**src/rtl/mc_cpu_core.sv**
```systemverilog
// Multicycle CPU core: FETCH/DECODE/EXEC/MEM/HALT control over a parametrised datapath,
// with a variable-latency request/acknowledge memory port.
module mc_cpu_core #(
    parameter int                DATA_W   = 16,
    parameter int                ADDR_W   = 16,
    parameter logic [ADDR_W-1:0] RESET_PC = '0
) (
    input  logic              CLK,
    input  logic              reset,
    output logic              mem_req,
    output logic              mem_we,
    output logic [ADDR_W-1:0] mem_addr,
    output logic [DATA_W-1:0] mem_wdata,
    input  logic [DATA_W-1:0] mem_rdata,
    input  logic              mem_ack,
    output logic              halted,
    output logic              illegal,
    output logic [2:0]        state_dbg
);
    // Memory handshake: mem_req, mem_we, mem_addr and mem_wdata are registered and held
    // constant until an edge where mem_req && mem_ack; that edge completes the transfer and
    // mem_rdata is sampled on it. mem_ack while mem_req is low has no effect.

    localparam logic [2:0] S_FETCH  = 3'd0;
    localparam logic [2:0] S_DECODE = 3'd1;
    localparam logic [2:0] S_EXEC   = 3'd2;
    localparam logic [2:0] S_MEM    = 3'd3;
    localparam logic [2:0] S_HALT   = 3'd4;

    localparam logic [4:0] OP_ADD  = 5'd0;
    localparam logic [4:0] OP_SUB  = 5'd1;
    localparam logic [4:0] OP_OR   = 5'd2;
    localparam logic [4:0] OP_AND  = 5'd3;
    localparam logic [4:0] OP_XOR  = 5'd4;
    localparam logic [4:0] OP_SL   = 5'd5;
    localparam logic [4:0] OP_SR   = 5'd6;
    localparam logic [4:0] OP_ADDI = 5'd7;
    localparam logic [4:0] OP_SUBI = 5'd8;
    localparam logic [4:0] OP_ORI  = 5'd9;
    localparam logic [4:0] OP_ANDI = 5'd10;
    localparam logic [4:0] OP_XORI = 5'd11;
    localparam logic [4:0] OP_SLI  = 5'd12;
    localparam logic [4:0] OP_SRI  = 5'd13;
    localparam logic [4:0] OP_GT   = 5'd14;
    localparam logic [4:0] OP_LT   = 5'd15;
    localparam logic [4:0] OP_EQ   = 5'd16;
    localparam logic [4:0] OP_BR   = 5'd17;
    localparam logic [4:0] OP_STW  = 5'd18;
    localparam logic [4:0] OP_LDW  = 5'd19;
    localparam logic [4:0] OP_BZ   = 5'd20;
    localparam logic [4:0] OP_BN   = 5'd21;
    localparam logic [4:0] OP_HALT = 5'd22;

    localparam int SH_W = $clog2(DATA_W);

    logic [2:0]        state;
    logic [ADDR_W-1:0] pc;
    logic [15:0]       ir;
    logic [DATA_W-1:0] rf [8];
    logic              flag_z;
    logic              flag_n;
    logic [DATA_W-1:0] opa;
    logic [DATA_W-1:0] opb;

    logic [4:0]        op;
    logic [2:0]        rd;
    logic [2:0]        ra;
    logic [2:0]        rb;
    logic [DATA_W-1:0] imm;
    logic [ADDR_W-1:0] tgt;
    logic [DATA_W-1:0] b_op;
    logic [SH_W-1:0]   shamt;
    logic [DATA_W-1:0] alu_res;
    logic              is_alu;
    logic              is_illegal;
    logic              taken;
    logic [ADDR_W-1:0] next_pc;

    assign op        = ir[15:11];
    assign rd        = ir[10:8];
    assign ra        = ir[7:5];
    assign rb        = ir[4:2];
    assign imm       = {{(DATA_W-5){1'b0}}, ir[4:0]};
    assign tgt       = ADDR_W'(ir[10:0]);
    assign is_alu    = (op <= OP_EQ);
    assign is_illegal = (op > OP_HALT);
    assign state_dbg = state;

    always_comb begin
        b_op    = (op >= OP_ADDI && op <= OP_SRI) ? imm : opb;
        shamt   = b_op[SH_W-1:0];
        alu_res = '0;
        case (op)
            OP_ADD, OP_ADDI: alu_res = opa + b_op;
            OP_SUB, OP_SUBI: alu_res = opa - b_op;
            OP_OR,  OP_ORI:  alu_res = opa | b_op;
            OP_AND, OP_ANDI: alu_res = opa & b_op;
            OP_XOR, OP_XORI: alu_res = opa ^ b_op;
            OP_SL,  OP_SLI:  alu_res = opa << shamt;
            OP_SR,  OP_SRI:  alu_res = opa >> shamt;
            OP_GT:           alu_res = {{(DATA_W-1){1'b0}}, (opa > b_op)};
            OP_LT:           alu_res = {{(DATA_W-1){1'b0}}, (opa < b_op)};
            OP_EQ:           alu_res = {{(DATA_W-1){1'b0}}, (opa == b_op)};
            default:         alu_res = '0;
        endcase
    end

    // pc already points past the current instruction, so an untaken branch just keeps it.
    always_comb begin
        taken   = (op == OP_BR) || (op == OP_BZ && flag_z) || (op == OP_BN && flag_n);
        next_pc = taken ? tgt : pc;
    end

    always_ff @(posedge CLK) begin
        if (reset) begin
            state     <= S_FETCH;
            pc        <= RESET_PC;
            ir        <= '0;
            flag_z    <= 1'b0;
            flag_n    <= 1'b0;
            opa       <= '0;
            opb       <= '0;
            mem_req   <= 1'b0;
            mem_we    <= 1'b0;
            mem_addr  <= '0;
            mem_wdata <= '0;
            halted    <= 1'b0;
            illegal   <= 1'b0;
            for (int i = 0; i < 8; i++) rf[i] <= '0;
        end else begin
            case (state)
                S_FETCH: begin
                    // Only the first fetch after reset arrives here with no request raised.
                    if (!mem_req) begin
                        mem_req  <= 1'b1;
                        mem_we   <= 1'b0;
                        mem_addr <= pc;
                    end else if (mem_ack) begin
                        ir      <= mem_rdata[15:0];
                        pc      <= pc + ADDR_W'(1);
                        mem_req <= 1'b0;
                        state   <= S_DECODE;
                    end
                end
                S_DECODE: begin
                    opa   <= rf[ra];
                    opb   <= rf[rb];
                    state <= S_EXEC;
                end
                S_EXEC: begin
                    if (is_illegal) begin
                        illegal <= 1'b1;
                        halted  <= 1'b1;
                        state   <= S_HALT;
                    end else if (op == OP_HALT) begin
                        halted <= 1'b1;
                        state  <= S_HALT;
                    end else if (op == OP_STW || op == OP_LDW) begin
                        mem_req   <= 1'b1;
                        mem_we    <= (op == OP_STW);
                        mem_addr  <= opa[ADDR_W-1:0];
                        mem_wdata <= opb;
                        state     <= S_MEM;
                    end else begin
                        if (is_alu) begin
                            rf[rd] <= alu_res;
                            flag_z <= (alu_res == '0);
                            flag_n <= alu_res[DATA_W-1];
                        end
                        pc       <= next_pc;
                        mem_req  <= 1'b1;
                        mem_we   <= 1'b0;
                        mem_addr <= next_pc;
                        state    <= S_FETCH;
                    end
                end
                S_MEM: begin
                    if (mem_ack) begin
                        if (!mem_we) rf[rd] <= mem_rdata;
                        mem_req  <= 1'b1;
                        mem_we   <= 1'b0;
                        mem_addr <= pc;
                        state    <= S_FETCH;
                    end
                end
                S_HALT: begin
                    state <= S_HALT;
                end
                default: begin
                    state <= S_FETCH;
                end
            endcase
        end
    end
endmodule

```
**config.mk**
```make
export PLATFORM = sky130hd
export DESIGN_NAME = mc_cpu_core
export DESIGN_NICKNAME = d
export VERILOG_FILES = /design/src/rtl/mc_cpu_core.sv
export SDC_FILE = /design/constraint.sdc
export NUM_CORES = 1
export LEC_CHECK = 0
export ABC_AREA = 1
export CORE_MARGIN = 2
export CORE_UTILIZATION = 32
export DETAILED_ROUTE_END_ITERATION = 10
export PLACE_DENSITY_LB_ADDON = 0.15
export SETUP_SLACK_MARGIN = 0.05
export SLEW_MARGIN = 20
export SYNTH_ARGS = -nofsm -noshare
export SYNTH_HDL_FRONTEND = slang
export SYNTH_SLANG_ARGS = --single-unit
```
**constraint.sdc**
```tcl
create_clock -name CLK -period 6.2 [get_ports CLK]
set_input_delay 0.93 -clock CLK [delete_from_list [all_inputs] [get_ports CLK]]
set_output_delay 0.93 -clock CLK [all_outputs]
set_load 0.005 [all_outputs]
```
Word-level counts from Yosys, hierarchy flattened --
Memory sizes are Yosys's and may differ from the RTL's. A register that Yosys moved wholly into a read port is not among the register bits. Index checks and enable logic that the tools add are counted.
Operators by class: $add $sub $neg 3, magnitude comparators 6, equality and inequality tests 34, shift operators 2, multiplexer cells 54, bitwise operators 7, reductions and logical operators 29
Operator list (number):
- 2-to-1 mux 16 bit | 14
- case mux 16 bit (10 select lines) | 1
- case mux 16 bit (3 select lines) | 1
- equality test 5 x 4 -> 1 bit (second input constant) | 8
- equality test 5 bit (second input constant) | 7
- case mux 16 bit (2 select lines) | 1
- 2-to-1 mux 1 bit | 27
- equality test 5 x 3 -> 1 bit (second input constant) | 4
- 2-to-1 mux 3 bit | 6
- adder 16 x 1 -> 16 bit (second input constant) | 1
- adder 16 bit | 1
- bitwise AND 16 bit | 1
- equality test 16 bit | 1
- > comparator 16 bit | 1
- zero test 16 bit | 1
- < comparator 16 bit | 1
- bitwise OR 16 bit | 1
- OR reduction 16 bit | 1
- << shifter 16 x 4 -> 16 bit | 1
- >> shifter 16 x 4 -> 16 bit | 1
- subtractor 16 bit | 1
- XOR 16 bit | 1
- case mux 3 bit (5 select lines) | 1
- != test 2 bit (second input constant) | 7
- 25 further kinds | 45
Word-level totals: flip-flop bits (word level) 73, bits in writable memories 128, word-level logic and storage cells 147, memories 1
Memory list:
- rf | depth 8, bits a word 16, read ports 2, clocked after Yosys merged registers in 2, wr ports 8, line 59 | logic [DATA_W-1:0] rf [8];

Longest topological paths before layout --
depth after elaboration 11, depth in mapped cells 28, depth with buffers taken out 26

Worst setup path before layout --
No wires, ideal clock.
path type flip-flop to flip-flop, from register ir[15], to memory rf[0][13] (data pin), library setup time 0.267 ns, arrival 3.162 ns, data required time 5.933 ns, setup slack 2.771 ns, cell stages (with the launch flop) 24, period minus slack after synthesis 3.429 ns, cell sequence dfxtp_1 > buf_2 > nor2_1 > o21ai_4 > nand2_4 > clkbuf_1 > nand2_1 > ha_1 > clkbuf_1 > nand2_1 > nor2_1 > nand2_1 > nand2_1 > nand2_1 > nand2_1 > a21oi_1 > o21ai_0 > nand2_1 > nand2_1 > nor2_1 > nor2_1 > o21ai_1 > mux2i_2 > nor2_1
RTL lines:
- start: declaration | line 58 | logic [15:0] ir;
- start signal: assignment | line 139 | ir <= mem_rdata[15:0];
- end: declaration | line 59

==> flow_metrics.env <==
export IMPL_vias=15415
export IMPL_slowest_delay_ns=0.55
export IMPL_postRouteWirelength_mm=64.2
export IMPL_core_area_um2=46700
export IMPL_critPathSlowestCell="mux2i_2"
export IMPL_synthesis_nets=2217
export IMPL_place_area_um2=16200
export IMPL_cts_root_buf="clkbuf_16"
export IMPL_p_leak_uw=0.00675
export IMPL_critPathCapture="rf[1][13]"
export IMPL_die_area_um2=49200
export IMPL_path_depth=22
export IMPL_post_cts_buffers=0
export IMPL_design_area_um2=17000
export IMPL_die_h_um=222
export IMPL_clk_latency_ns=0.54
export IMPL_relSlewSlack_pct=24.8
export IMPL_crit_fanout=32
export IMPL_areaGrowthSynthToFinish_pct=12.3
export IMPL_dp_hpwl_mm=45.0
export IMPL_clk_pin_slew_worst_paths_ns=0.06
export IMPL_drive_above_1_share_pct=4.55
export IMPL_cts_hold_repair_buffers=0
export IMPL_io_buffers=57
export IMPL_postRouteAntennaNets=0
export IMPL_avgSynthCellArea_um2=7.06
export IMPL_gr_total_overflow=0
export IMPL_firstDrtPassIters=6
export IMPL_grt_pass1_wl_mm=94.9
export IMPL_crit_type="flip-flop to flip-flop"
export IMPL_ioPinCount=58
export IMPL_finClkSkew_ns=0.0116
export IMPL_tns_ns=0
export IMPL_yosys_most_used_dff="edfxtp_1"
export IMPL_ys_ff_latch=233
export IMPL_synth_async_reset_ratio_pct=0
export IMPL_cts_sinks=233
export IMPL_gp_congestion=0.990
export IMPL_reg2reg_slack_ns=1.74
export IMPL_fmax_mhz=224
export IMPL_layout_commonest_cell="nand2_1"
export IMPL_crit_family="simple AND/OR/NAND/NOR gates"
export IMPL_ff2ff_path_depth=22
export IMPL_netlist_instances=2150
export IMPL_yosysSeqAreaShare_pct=39.2
export IMPL_antenna_found_initial=0
export IMPL_worstHoldPathType="flip-flop to flip-flop"
export IMPL_status="finished clean"
export IMPL_clk_path_buf_depth=3
export IMPL_setup_viol=0
export IMPL_cap_violations=0
export IMPL_start_util_pct=32.5
export IMPL_cp_cell_sequence="inv_1, nand2_1, inv_2, nand2_4, nand2_1, nand2_2, buf_4, ha_1, a21oi_1, nand2_1, nand2_1, nand2_1, nand2_1, nand2_1, a21oi_1, o21ai_0, nor2_1, nor2_1, nor2_1, o21ai_1, mux2i_2, nor2_1"
export IMPL_worst_slew_pin_slew_ns=1.12
export IMPL_cts_htree_levels=1
export IMPL_first_global_vias=14388
export IMPL_path_buf_inv=3
export IMPL_cts_resized=0
export IMPL_layout_common_cells="nand2_1 (329), nor2_1 (298), o21ai_0 (290)"
export IMPL_crit_top_cell="nand2_1"
export IMPL_rows=79
export IMPL_cts_buffers=26
export IMPL_critPathLaunchType="flip-flop"
export IMPL_nNetsFinal=2203
export IMPL_min_period_ns=4.46
export IMPL_first_iter_violations=1510
export IMPL_synth_area_um2=15200
export IMPL_irDropWorstVdd_uv=231
export IMPL_die_w_um=222
export IMPL_slew_viol_final=0
export IMPL_period_share_pct=71.9
export IMPL_hold_viol_final=0
export IMPL_cp_startpoint="ir[15]"
export IMPL_cellPowerDensity_nw_per_um2=388
export IMPL_end_kind="flip-flop"
export IMPL_fill_cells=4980
export IMPL_synth_cell_types=50
export IMPL_wire_per_inst_um=23.2
export IMPL_reg2reg_to="rf[1][13]"
export IMPL_r2r_start="ir[15]"
export IMPL_grt_max_degree=92
export IMPL_yosys_warnings=0
export IMPL_routed_via_density=5.58
export IMPL_remaining_drc_errors=0
export IMPL_tritoncts="yes"
export IMPL_crit_arrival_ns=4.72
export IMPL_grtUsageTotal_pct=25.4
export IMPL_grt_setup_unrepaired="no"
export IMPL_worstPathRequired_ns=6.47
export IMPL_synth_edf_count=128
export IMPL_diodes=0
## worst reg2reg max path, cell delays in order (launching register included)
cell and delay (ns):
dfxtp_1 0.50, inv_1 0.25, nand2_1 0.14, inv_2 0.07, nand2_4 0.18, nand2_1 0.14, nand2_2 0.07, buf_4 0.34
ha_1 0.38, a21oi_1 0.22, nand2_1 0.11, nand2_1 0.07, nand2_1 0.14, nand2_1 0.09, nand2_1 0.08, a21oi_1 0.21
o21ai_0 0.15, nor2_1 0.11, nor2_1 0.05, nor2_1 0.10, o21ai_1 0.14, mux2i_2 0.55, nor2_1 0.09
## layer usage
layer | track usage (%) | share of wire (%)
met2 | 41.5 | 46
met5 | 0 | 0
met4 | 9.18 | 3.6
met3 | 2.04 | 6.2
met1 | 35.1 | 45
## cells by family after synthesis
| logic type | count (synthesis) | synth area share, % |
|---|---|---|
| adder cells (fa/ha/maj) | 48 | 4.00 |
| XOR/XNOR | 5 | 0.288 |
| buffers and inverters | 347 | 8.82 |
| AND/OR/NAND/NOR | 877 | 24.3 |
| AO/OA/AOI/OAI | 628 | 22.6 |
| multiplexers | 12 | 0.865 |
| flip-flops | 233 | 39.2 |
## registers in the layout, indices dropped and copies added (netlist names), 3 cells and up
name	flops
ir	16
mem_addr	16
mem_wdata	16
opa	16
opb	16
pc	16
rf	128
state_dbg	3
## metrics by stage
stage / worst slack [ns] / total power, uW / cells / hold slack (ns) / util [%]
after global routing: 1.38 / 6980 / 2763 / 0.493 / 36.5
after CTS: 1.85 / 6570 / 2763 / 0.462 / 36.5
after global placement: 1.54 / 5050 / 2715 / 0.444 / 34.8
final: 1.74 / 6610 / 2763 / 0.455 / 36.5
after detailed placement: 1.57 / 5040 / 2715 / 0.454 / 34.8
after floorplan: 2.77 / 3890 / 2150 / 0.444 / -
## cell usage after synthesis (all sizes together), types with 9 or more instances
cell type / count / share of area [%]
o21ai: 306 / 10
o22ai: 43 / 1.8
mux2i: 12 / 0.87
inv: 218 / 5.4
buf: 23 / 0.82
nor3: 17 / 0.56
nand2: 339 / 8.6
clkbuf: 103 / 2.5
nand3: 194 / 6.4
o211ai: 16 / 0.79
ha: 47 / 3.9
nor2: 299 / 7.4
a21oi: 211 / 7.0
dfxtp: 105 / 14
nand4: 16 / 0.66
a221oi: 9 / 0.52
edfxtp: 128 / 25
## power breakdown
| group | switching (uW) | internal (uW) |
|---|---|---|
| registers | 236 | 1780 |
| clock network | 642 | 892 |
| logic | 2210 | 846 |
## worst min-delay path by stage
stage	start	end	slack, ns	cells past startpoint
final	illegal	illegal	0.45	2
after floorplan	flag_z	flag_z	0.44	2
after global placement	illegal	illegal	0.44	2
after detailed placement	illegal	illegal	0.45	2
after global routing	illegal	illegal	0.49	2
after CTS	illegal	illegal	0.46	2
## area by class of cell
class                   count  area, um2  area share, %
flip-flops and latches    233       5950           34.9
well taps                 607        759           4.46
inverters                 221        830           4.87
clock buffers              37        723           4.24
clock inverters            11        104          0.609
multi-input cells        1570       7910           46.4
repair buffers             84        773           4.54
No activity file was read; power rests on OpenSTA's default activity.
